File: src/rtl/data_frame_parser.sv
// Receive-side frame parser: strips header/footer from the 64-bit framed stream,
// forwards data words with a last marker and reports per-frame info and errors.
module data_frame_parser #(
  parameter int DOUT_WIDTH       = 64,
  parameter int MAX_FRAME_LENGTH = 200,
  parameter int FRAME_LEN_WIDTH  = 10,
  parameter int FRAME_CNT_WIDTH  = 16
) (
  input  logic                       CLK,
  input  logic                       RESETN,
  input  logic                       iVALID,
  input  logic [DOUT_WIDTH-1:0]      DIN,
  output logic                       oREADY,
  output logic                       oVALID,
  output logic [DOUT_WIDTH-1:0]      DOUT,
  output logic                       DOUT_LAST,
  input  logic                       iREADY,
  output logic                       INFO_VALID,
  output logic [3:0]                 CH_ID,
  output logic [47:0]                TIME_STAMP,
  output logic [11:0]                BASELINE,
  output logic [12:0]                THRESHOLD,
  output logic [FRAME_LEN_WIDTH-1:0] FRAME_LEN,
  output logic                       ERR_NO_HEADER,
  output logic                       ERR_LEN,
  output logic                       ERR_FOOTER,
  output logic [FRAME_CNT_WIDTH-1:0] FRAME_CNT
);

  localparam int unsigned MAX_EVEN = 2 * (MAX_FRAME_LENGTH / 2);

  typedef enum logic [1:0] {IDLE, DATA, FOOTER} state_t;

  state_t                     state, state_n;
  logic [FRAME_LEN_WIDTH-1:0] cnt, len_hdr, len_in;
  logic [3:0]                 ch_hdr;
  logic [23:0]                ts_hdr;
  logic acc, is_hdr, len_ok, foot_ok;
  logic hdr_load, load, info_load, err_nh_n, err_len_n, err_ft_n;

  // Only the DATA state can be throttled by the single output register.
  assign oREADY  = RESETN & ((state != DATA) | ~oVALID | iREADY);
  assign acc     = iVALID & oREADY;
  assign len_in  = DIN[FRAME_LEN_WIDTH-1:0];
  assign is_hdr  = (DIN[63:56] == 8'hFF);
  assign len_ok  = (len_in != '0) && !len_in[0] && (32'(len_in) <= MAX_EVEN);
  assign foot_ok = (DIN[7:0] == 8'h0F) && (DIN[63:60] == 4'hF) && (DIN[47:45] == 3'b111);

  always_comb begin
    state_n   = state;
    hdr_load  = 1'b0;
    load      = 1'b0;
    info_load = 1'b0;
    err_nh_n  = 1'b0;
    err_len_n = 1'b0;
    err_ft_n  = 1'b0;
    case (state)
      IDLE: if (acc) begin
        if (is_hdr) begin
          hdr_load = 1'b1;
          if (len_ok) state_n = DATA;
          else        err_len_n = 1'b1;
        end else begin
          err_nh_n = 1'b1;
        end
      end
      DATA: if (acc) begin
        load = 1'b1;
        if (cnt == FRAME_LEN_WIDTH'(1)) state_n = FOOTER;
      end
      FOOTER: if (acc) begin
        state_n = IDLE;
        if (foot_ok) info_load = 1'b1;
        else         err_ft_n  = 1'b1;
      end
      default: state_n = IDLE;
    endcase
  end

  always_ff @(posedge CLK) begin
    if (!RESETN) begin
      state         <= IDLE;
      cnt           <= '0;
      len_hdr       <= '0;
      ch_hdr        <= '0;
      ts_hdr        <= '0;
      oVALID        <= 1'b0;
      DOUT          <= '1;
      DOUT_LAST     <= 1'b0;
      INFO_VALID    <= 1'b0;
      ERR_NO_HEADER <= 1'b0;
      ERR_LEN       <= 1'b0;
      ERR_FOOTER    <= 1'b0;
      CH_ID         <= '0;
      TIME_STAMP    <= '0;
      BASELINE      <= '0;
      THRESHOLD     <= '0;
      FRAME_LEN     <= '0;
      FRAME_CNT     <= '0;
    end else begin
      state <= state_n;
      if (hdr_load) begin
        ch_hdr  <= DIN[55:52];
        ts_hdr  <= DIN[51:28];
        len_hdr <= len_in;
        cnt     <= len_in;
      end else if (load) begin
        cnt <= cnt - 1'b1;
      end
      // Drain and load may coincide; a load always wins the register.
      if (load) begin
        DOUT      <= DIN;
        DOUT_LAST <= (cnt == FRAME_LEN_WIDTH'(1));
      end
      oVALID        <= load | (oVALID & ~iREADY);
      INFO_VALID    <= info_load;
      ERR_NO_HEADER <= err_nh_n;
      ERR_LEN       <= err_len_n;
      ERR_FOOTER    <= err_ft_n;
      if (info_load) begin
        CH_ID      <= ch_hdr;
        TIME_STAMP <= {DIN[31:8], ts_hdr};
        BASELINE   <= DIN[59:48];
        THRESHOLD  <= DIN[44:32];
        FRAME_LEN  <= len_hdr;
        FRAME_CNT  <= FRAME_CNT + 1'b1;
      end
    end
  end

endmodule

File: config.mk
export PLATFORM = sky130hd
export DESIGN_NAME = data_frame_parser
export DESIGN_NICKNAME = d
export VERILOG_FILES = /design/src/rtl/data_frame_parser.sv
export SDC_FILE = /design/constraint.sdc
export NUM_CORES = 1
export LEC_CHECK = 0
export BUFFER_PORTS_ARGS = -buffer_cell sky130_fd_sc_hd__buf_4
export CAP_MARGIN = 30
export CORE_ASPECT_RATIO = 1.2
export CORE_MARGIN = 10
export CORE_UTILIZATION = 50
export DETAILED_ROUTE_END_ITERATION = 10
export HOLD_SLACK_MARGIN = 0.08
export PLACE_DENSITY_LB_ADDON = 0.3
export SETUP_SLACK_MARGIN = 0.3
export SYNTH_ARGS = -nofsm -noshare
export SYNTH_HDL_FRONTEND = slang
export SYNTH_SLANG_ARGS = --single-unit
File: constraint.sdc
create_clock -name CLK -period 2.2 [get_ports CLK]
set_input_delay 0 -clock CLK [delete_from_list [all_inputs] [get_ports CLK]]
set_output_delay 0 -clock CLK [all_outputs]
set_load 0.005 [all_outputs]
==> flow_summary_export.csv, run 1 <==
group,metric,value,unit
run_status,status,"completed",
synth,ys_ff_latch,223,
global_routing,antenna_found_initial,0,
cts,cts_tree,"done",
job,max_cap_violations,0,
drt,antenna_left,0,
timing,finalMaxSlewViolations,0,
cts,cts_setup_buffers,0,
final_layout,diodes,0,
timing,setup_viol,0,
setup_path,r2r_cells,4,
final_layout,post-route-util,73.66,%
timing,fin_crit,1.866,ns
drt,via_per_inst,5.676,
floorplan,dieArea,22410,sq um
pwr,power.density,684.7,nW/um^2
cts,cts_root_buffer,"clkbuf_16",
synth,synth.avg_cell_area,8.023,sq um
synth,syn_nets,1118,
timing,skew,0.007909,ns
final_layout,final_area,12030,sq um
cts,cts.sinks,223,
drt,vias,8792,
timing,tightest_slew,0.7567,ns
setup_path,timing.rr.end,"state[0]$_SDFFE_PN0P_",
synth,async_reset_ff_share,0,%
hold_path,hold_end,"FRAME_CNT[6]$_SDFFE_PN0P_",
global_routing,grt_pass1_vias,8625,
cts,clkTransAtPathRegs,0.06,ns
setup_path,r2r_slack,0.33,ns
setup_path,crit_family,"simple AND/OR/NAND/NOR gates",
timing,fmax,536.0,MHz
setup_path,cp_max_fo,11,
timing,rsz0062_at_grt,"false",
timing,post-route-period-util,84.81,%
setup_path,r2r-start,"state[1]$_SDFFE_PN0P_",
timing,max_slew_margin,49.39,%
synth,synth.top_cell.area_share,53.14,%
pwr,p_leak,4.870,nW
floorplan,coreArea,16340,sq um
drt,drt_first_pass_iters,5,
global_routing,track_usage,24.68,%
cts,htreeDepth,1,
global_routing,grt_max_degree,89,
hold_path,min_path_cells,5,
setup_path,crit_type,"reg2reg",
floorplan,initial_utilization,51.42,%
synth,ys.flop_type,"dfxtp_1",
place,portBuffers,241,
synth,yosysSeqAreaShare,53.14,%
cts,clock_latency,0.50,ns
setup_path,critPathRequiredTime,2.63,ns
setup_path,crit_path_start_kind,"register",
place,place_area,10530,sq um
final_layout,final_nets,1398,
cts,clockBufferDepth,3,
drt,route.final.wire_length,29670,microns
timing,holdWs,0.09371,ns
global_routing,grt_pass1_wl,47100,microns
floorplan,die_y,162.0,microns
setup_path,worstPathArrival,2.30,ns
setup_path,crit_buf_inv,0,
drt,drtIter0Drc,624,
floorplan,die-width,138.3,microns
setup_path,cpPeakStageDelay,0.64,ns
final_layout,fillers,1209,
hold_path,hold_path.class,"in2reg",
synth,ys_types,42,
pwr,irDropWorstVdd,688.4,uV
hold_path,hold_start,"DIN[7]",
synth,ys_warn_count,0,
synth,synth_cells,1047,
synth,synth.cell_area,8401,sq um
place,place_congestion,0.8862,
setup_path,worst_path_max_delay_cell,"or3_2",
floorplan,rows,51,
synth,synth_area_leaders,"dfxtp_1, nand2_1, nand3_1",
floorplan,io_pins,242,
drt,wl_per_cell,19.15,microns
final_layout,syn_to_final_growth,43.24,%
global_routing,grt_overflow,0,
drt,drc_errors,0,
setup_path,crit_chain,"nand4bb_1 -> or3_2 -> a311oi_1 -> o21a_1",
cts,cts_buffers,23,
pwr,p_total,0.008238,W
place,hpwl,18740,microns
final_layout,drive_gt1_share,24.08,%
synth,synth_edf_count,0,
setup_path,end_kind,"register",
synth,yosysTopAreaCell,"dfxtp_1",
timing,finalHoldViolations,0,
-- power breakdown --
group | switching (W) | internal (W)
sequential | 0.000000738 | 0.00404
clock | 0.00151 | 0.00230
combinational | 0.000186 | 0.000201
total | 0.00170 | 0.00654
-- metal layers --
metal / up-vias / GRT usage (%) / part of all wire, %
met5: - / 0 / 0
met4: 0 / 9.357 / 3.2
met3: 66 / 5.251 / 7.1
met2: 356 / 42.19 / 50
met1: 4172 / 29.76 / 40
li1: 4198 / - / -
-- worst max path at each step --
| stage | from | endpoint | slack [ns] | cells past startpoint |
|---|---|---|---|---|
| floorplan | DIN[4] | FRAME_CNT[6]$_SDFFE_PN0P_ | 0.30 | 5 |
| global placement | DIN[4] | FRAME_CNT[9]$_SDFFE_PN0P_ | -0.03 | 6 |
| detailed placement | DIN[4] | FRAME_CNT[9]$_SDFFE_PN0P_ | -0.05 | 6 |
| CTS | state[1]$_SDFFE_PN0P_ | TIME_STAMP[47]$_SDFFE_PN0P_ | 0.30 | 5 |
| global route | state[1]$_SDFFE_PN0P_ | state[0]$_SDFFE_PN0P_ | 0.29 | 4 |
| finish | state[1]$_SDFFE_PN0P_ | state[0]$_SDFFE_PN0P_ | 0.33 | 4 |
-- sequential cells by signal, summed over array words and instances (netlist names) --
signal / cells
DOUT_LAST: 1
CH_ID: 4
state: 2
ts_hdr: 24
TIME_STAMP: 48
DOUT: 64
cnt: 10
FRAME_LEN: 10
FRAME_CNT: 16
ERR_FOOTER: 1
len_hdr: 10
INFO_VALID: 1
THRESHOLD: 13
ch_hdr: 4
ERR_NO_HEADER: 1
ERR_LEN: 1
oVALID: 1
BASELINE: 12
-- kinds of logic (layout without fill, tap and decap cells) --
family,count (synthesis),count (layout),share of synthesized area (%)
simple gates,449,449,24.55
compound gates,272,272,17.32
flops,223,223,53.14
fa+ha+maj,3,3,0.4469
buf+inv,100,390,4.543
-- tightest hold or removal path, delay by kind of cell --
family	cells	cell delay [ns]
simple gates	3	0.40
compound gates	1	0.05
buf+inv	1	0.08
-- synthesized netlist by cell type (2+ instances only) --
cell,n
a21oi_1,144
and4_1,2
nand3_1,164
or3_1,7
o21a_1,4
nor2_1,12
nor3_1,7
o31ai_1,12
buf_2,5
nor2b_1,3
and3_1,4
a31oi_1,6
clkbuf_1,84
buf_1,3
dfxtp_1,223
o21ai_0,93
inv_1,7
nor4_1,2
ha_1,3
nand2_1,220
or4_1,13
nand4_1,8
o311ai_0,2
-- final cells by class --
cell class                 count  area, sq um  area share [%]
inverter                       8        32.53          0.2704
clock inverter                 3        67.56          0.5615
clock buffer                  32        659.4           5.480
tap                          212        265.3           2.204
timing repair buffer         347         2939           24.43
multi-input combinational    724         3601           29.93
sequential                   223         4468           37.13
-- stage by stage --
step	TNS (ns)	std cells	setup WS (ns)
2_1_floorplan	0	1047	0.3042
3_3_place_gp	-0.06336	1441	-0.03302
3_5_place_dp	-0.1015	1441	-0.04890
4_1_cts	0	1547	0.3026
5_1_grt	0	1549	0.2933
6_report	0	1549	0.3342
-- what timing repair did --
action,CTS,global route
hold endpoints to repair,167,0
endpoints found under the setup margin,35,97
gates resized for setup,2,8
gates cloned,0,0
hold buffers,71,0
-- cell usage in the layout, fill, tap and decap left out, drive strengths merged, types with 2 or more instances in the layout --
cell type,instances
o31ai,12
and4,2
o21ai,93
or4,14
nor4,3
dlygate4sd3,71
and3,4
a21oi,144
o311ai,2
nor2,12
buf,276
bufinv,2
clkbuf,32
or3,7
nand4,8
o21a,4
dfxtp,223
inv,8
ha,3
a31oi,6
nand3,164
nor2b,3
nand2,220
nor3,7
(Power assumes the default switching activity.)
==> run 2, diff against run 1 <==
CORE_UTILIZATION = 47   (was 50)
clock period = 1.7 ns   (was 2.2 ns; I/O delays follow)
==> run 2 against run 1 <==
Effect of this change: total power up 31%; sequential share of layout area down 7.8 points; the run now ends with negative hold slack, negative setup slack left; routed wire length rose by 51%; die area up 5.5%; critical path type unchanged; critical path depth is 4 higher; count of clock-buffer cells in the layout is the same; via count is 23% higher.
==> flow_summary_export.csv, run 2 (synthesis gave the netlist of run 1 again) <==
group,metric,value,unit
setup_path,worst_path_max_delay_cell,"or3_4",
timing,fmax,566.3,MHz
place,portBuffers,241,
cts,cts.sinks,223,
cts,cts_buffers,23,
drt,vias,10790,
drt,drt_first_pass_iters,5,
setup_path,crit_path_start_kind,"register",
final_layout,largest_registers,"DOUT x64, TIME_STAMP x48, ts_hdr x24",
floorplan,io_pins,242,
timing,max_slew_margin,45.19,%
cts,clock_latency,0.52,ns
drt,wl_per_cell,26.60,microns
final_layout,fin_cells,1682,
run_status,failed_checks,"negative hold slack, negative setup slack",
floorplan,dieArea,23640,sq um
cts,cts_tree,"done",
final_layout,top_register,"DOUT",
place,place_congestion,0.8309,
global_routing,antenna_found_initial,4,
place,dp.cells,1489,
setup_path,r2r-start,"state[0]$_SDFFE_PN0P_",
global_routing,grt_pass1_vias,9665,
setup_path,cpPeakStageDelay,0.47,ns
timing,setup_viol,22,
global_routing,track_usage,28.43,%
setup_path,end_kind,"register",
drt,drtIter0Drc,1207,
timing,skew,0.01542,ns
run_status,status,"finished, violations left",
final_layout,layout_commonest_cell,"buf_4",
pwr,power.density,709.4,nW/um^2
setup_path,cp_max_fo,5,
timing,post-route-period-util,103.9,%
final_layout,syn_to_final_growth,81.40,%
pwr,p_leak,6.101,nW
drt,drc_errors,0,
cts,clockBufferDepth,3,
final_layout,drive_gt1_share,47.60,%
cts,htreeDepth,1,
place,hpwl,20140,microns
drt,antenna_left,0,
timing,finalHoldViolations,2,
setup_path,timing.rr.end,"DOUT[57]$_SDFFE_PN1P_",
setup_path,crit_family,"simple AND/OR/NAND/NOR gates",
place,place_area,11000,sq um
global_routing,busiest_layer,"met2",
global_routing,gr-usage-met2,47.52,%
timing,holdWs,-0.2072,ns
global_routing,use_met1,34.03,%
setup_path,critPathRequiredTime,2.05,ns
final_layout,final_cell_mix,"buf_4, dfxtp_1, nand3_1",
job,max_cap_violations,0,
hold_path,min_path_cells,2,
timing,fin_crit,1.766,ns
setup_path,cpMostUsedCell,"buf_6",
global_routing,met3_usage,6.970,%
drt,route.final.wire_length,44740,microns
setup_path,r2r_slack,-0.07,ns
hold_path,hold_end,"state[0]$_SDFFE_PN0P_",
pwr,irDropWorstVdd,917.3,uV
cts,cts_root_buffer,"clkbuf_16",
setup_path,worstPathArrival,2.12,ns
floorplan,rows,53,
floorplan,die-width,142.0,microns
global_routing,grt_overflow,0,
global_routing,grt_pass1_wl,55150,microns
timing,tightest_slew,0.8221,ns
cts,clkTransAtPathRegs,0.07,ns
timing,rsz0062_at_grt,"true",
final_layout,final_area,15240,sq um
global_routing,grt_max_degree,75,
hold_path,hold_start,"RESETN",
timing,finalMaxSlewViolations,0,
drt,via_per_inst,6.414,
setup_path,crit_chain,"buf_4 -> buf_6 -> nand2b_4 -> buf_6 -> or3_4 -> clkbuf_16 -> nand2_2 -> nand3_1",
final_layout,fillers,802,
floorplan,initial_utilization,47.80,%
floorplan,die_y,166.5,microns
timing,fin_ws,-0.06582,ns
setup_path,crit_type,"reg2reg",
hold_path,hold_path.class,"in2reg",
floorplan,coreArea,17570,sq um
final_layout,final_nets,1518,
setup_path,r2r_cells,8,
setup_path,crit_buf_inv,4,
final_layout,largest_reg_flops,64,
==> run 2: changes by cell type in the layout (fill, tap and decap cells not counted), sizes merged, moves of 3 or more <==
| cell | change |
|---|---|
| diode | +4 |
| clkinv | +3 |
| clkbuf | +14 |
| dlygate4sd3 | -3 |
| or3 | +4 |
| buf | +104 |
==> run 2: cell type report <==
cell class | instances | area (sq um) | area share, %
multi-input combinational | 728 | 4920 | 32.29
timing repair buffer | 463 | 4820 | 31.63
sequential | 223 | 4477 | 29.38
clock buffer | 32 | 659.4 | 4.327
tap | 220 | 275.3 | 1.806
clock inverter | 4 | 45.04 | 0.2956
inverter | 8 | 32.53 | 0.2135
antenna | 4 | 10.01 | 0.06569
==> run 2: what timing repair did <==
action / in CTS / in global routing
setup buffers: 27 / 14
endpoints found under the setup margin: 219 / 222
hold endpoints to repair: 166 / 11
cloned: 21 / 22
pin swaps: 36 / 116
hold buffers: 68 / 1
gates resized for setup: 105 / 276
==> run 2: how the worst max path moves through the flow <==
stage | to | start | cells past startpoint
3_3_place_gp | BASELINE[8]$_SDFFE_PN0P_ | DIN[7] | 6
5_1_grt | DOUT[57]$_SDFFE_PN1P_ | state[0]$_SDFFE_PN0P_ | 8
6_report | DOUT[57]$_SDFFE_PN1P_ | state[0]$_SDFFE_PN0P_ | 8
3_5_place_dp | TIME_STAMP[12]$_SDFFE_PN0P_ | DIN[7] | 6
2_1_floorplan | FRAME_CNT[9]$_SDFFE_PN0P_ | DIN[7] | 6
4_1_cts | FRAME_CNT[14]$_SDFFE_PN0P_ | state[0]$_SDFFE_PN0P_ | 5
==> run 2: worst reg2reg max path, delay by kind of cell (launching register included) <==
family | cells | cell delay (ns)
buffers and inverters | 4 | 0.52
AND/OR/NAND/NOR | 4 | 0.72
flip-flops | 1 | 0.36
==> run 2: metal layers <==
layer	routed length [microns]	vias to the layer above
met3	5501	245
li1	-	4497
met4	2846	0
met5	0	-
met2	21640	956
met1	14750	5090
==> run 2: per-stage QoR <==
| stage | setup slack (ns) | setup TNS (ns) | power [W] | util (%) |
|---|---|---|---|---|
| global route | -0.06805 | -1.013 | 0.01100 | 86.70 |
| detailed placement | -0.2518 | -14.61 | 0.005699 | 62.62 |
| CTS | 0.03476 | 0 | 0.01062 | 77.44 |
| global placement | -0.1957 | -11.59 | 0.005702 | 62.62 |
| finish | -0.06582 | -0.2958 | 0.01081 | 86.71 |
| floorplan | -0.04661 | -0.4394 | 0.005439 | - |
==> run 2: where the power goes <==
group          switching (W)  internal [W]
clock                0.00218       0.00283
combinational       0.000310      0.000270
sequential        0.00000132       0.00522
total                0.00249       0.00832
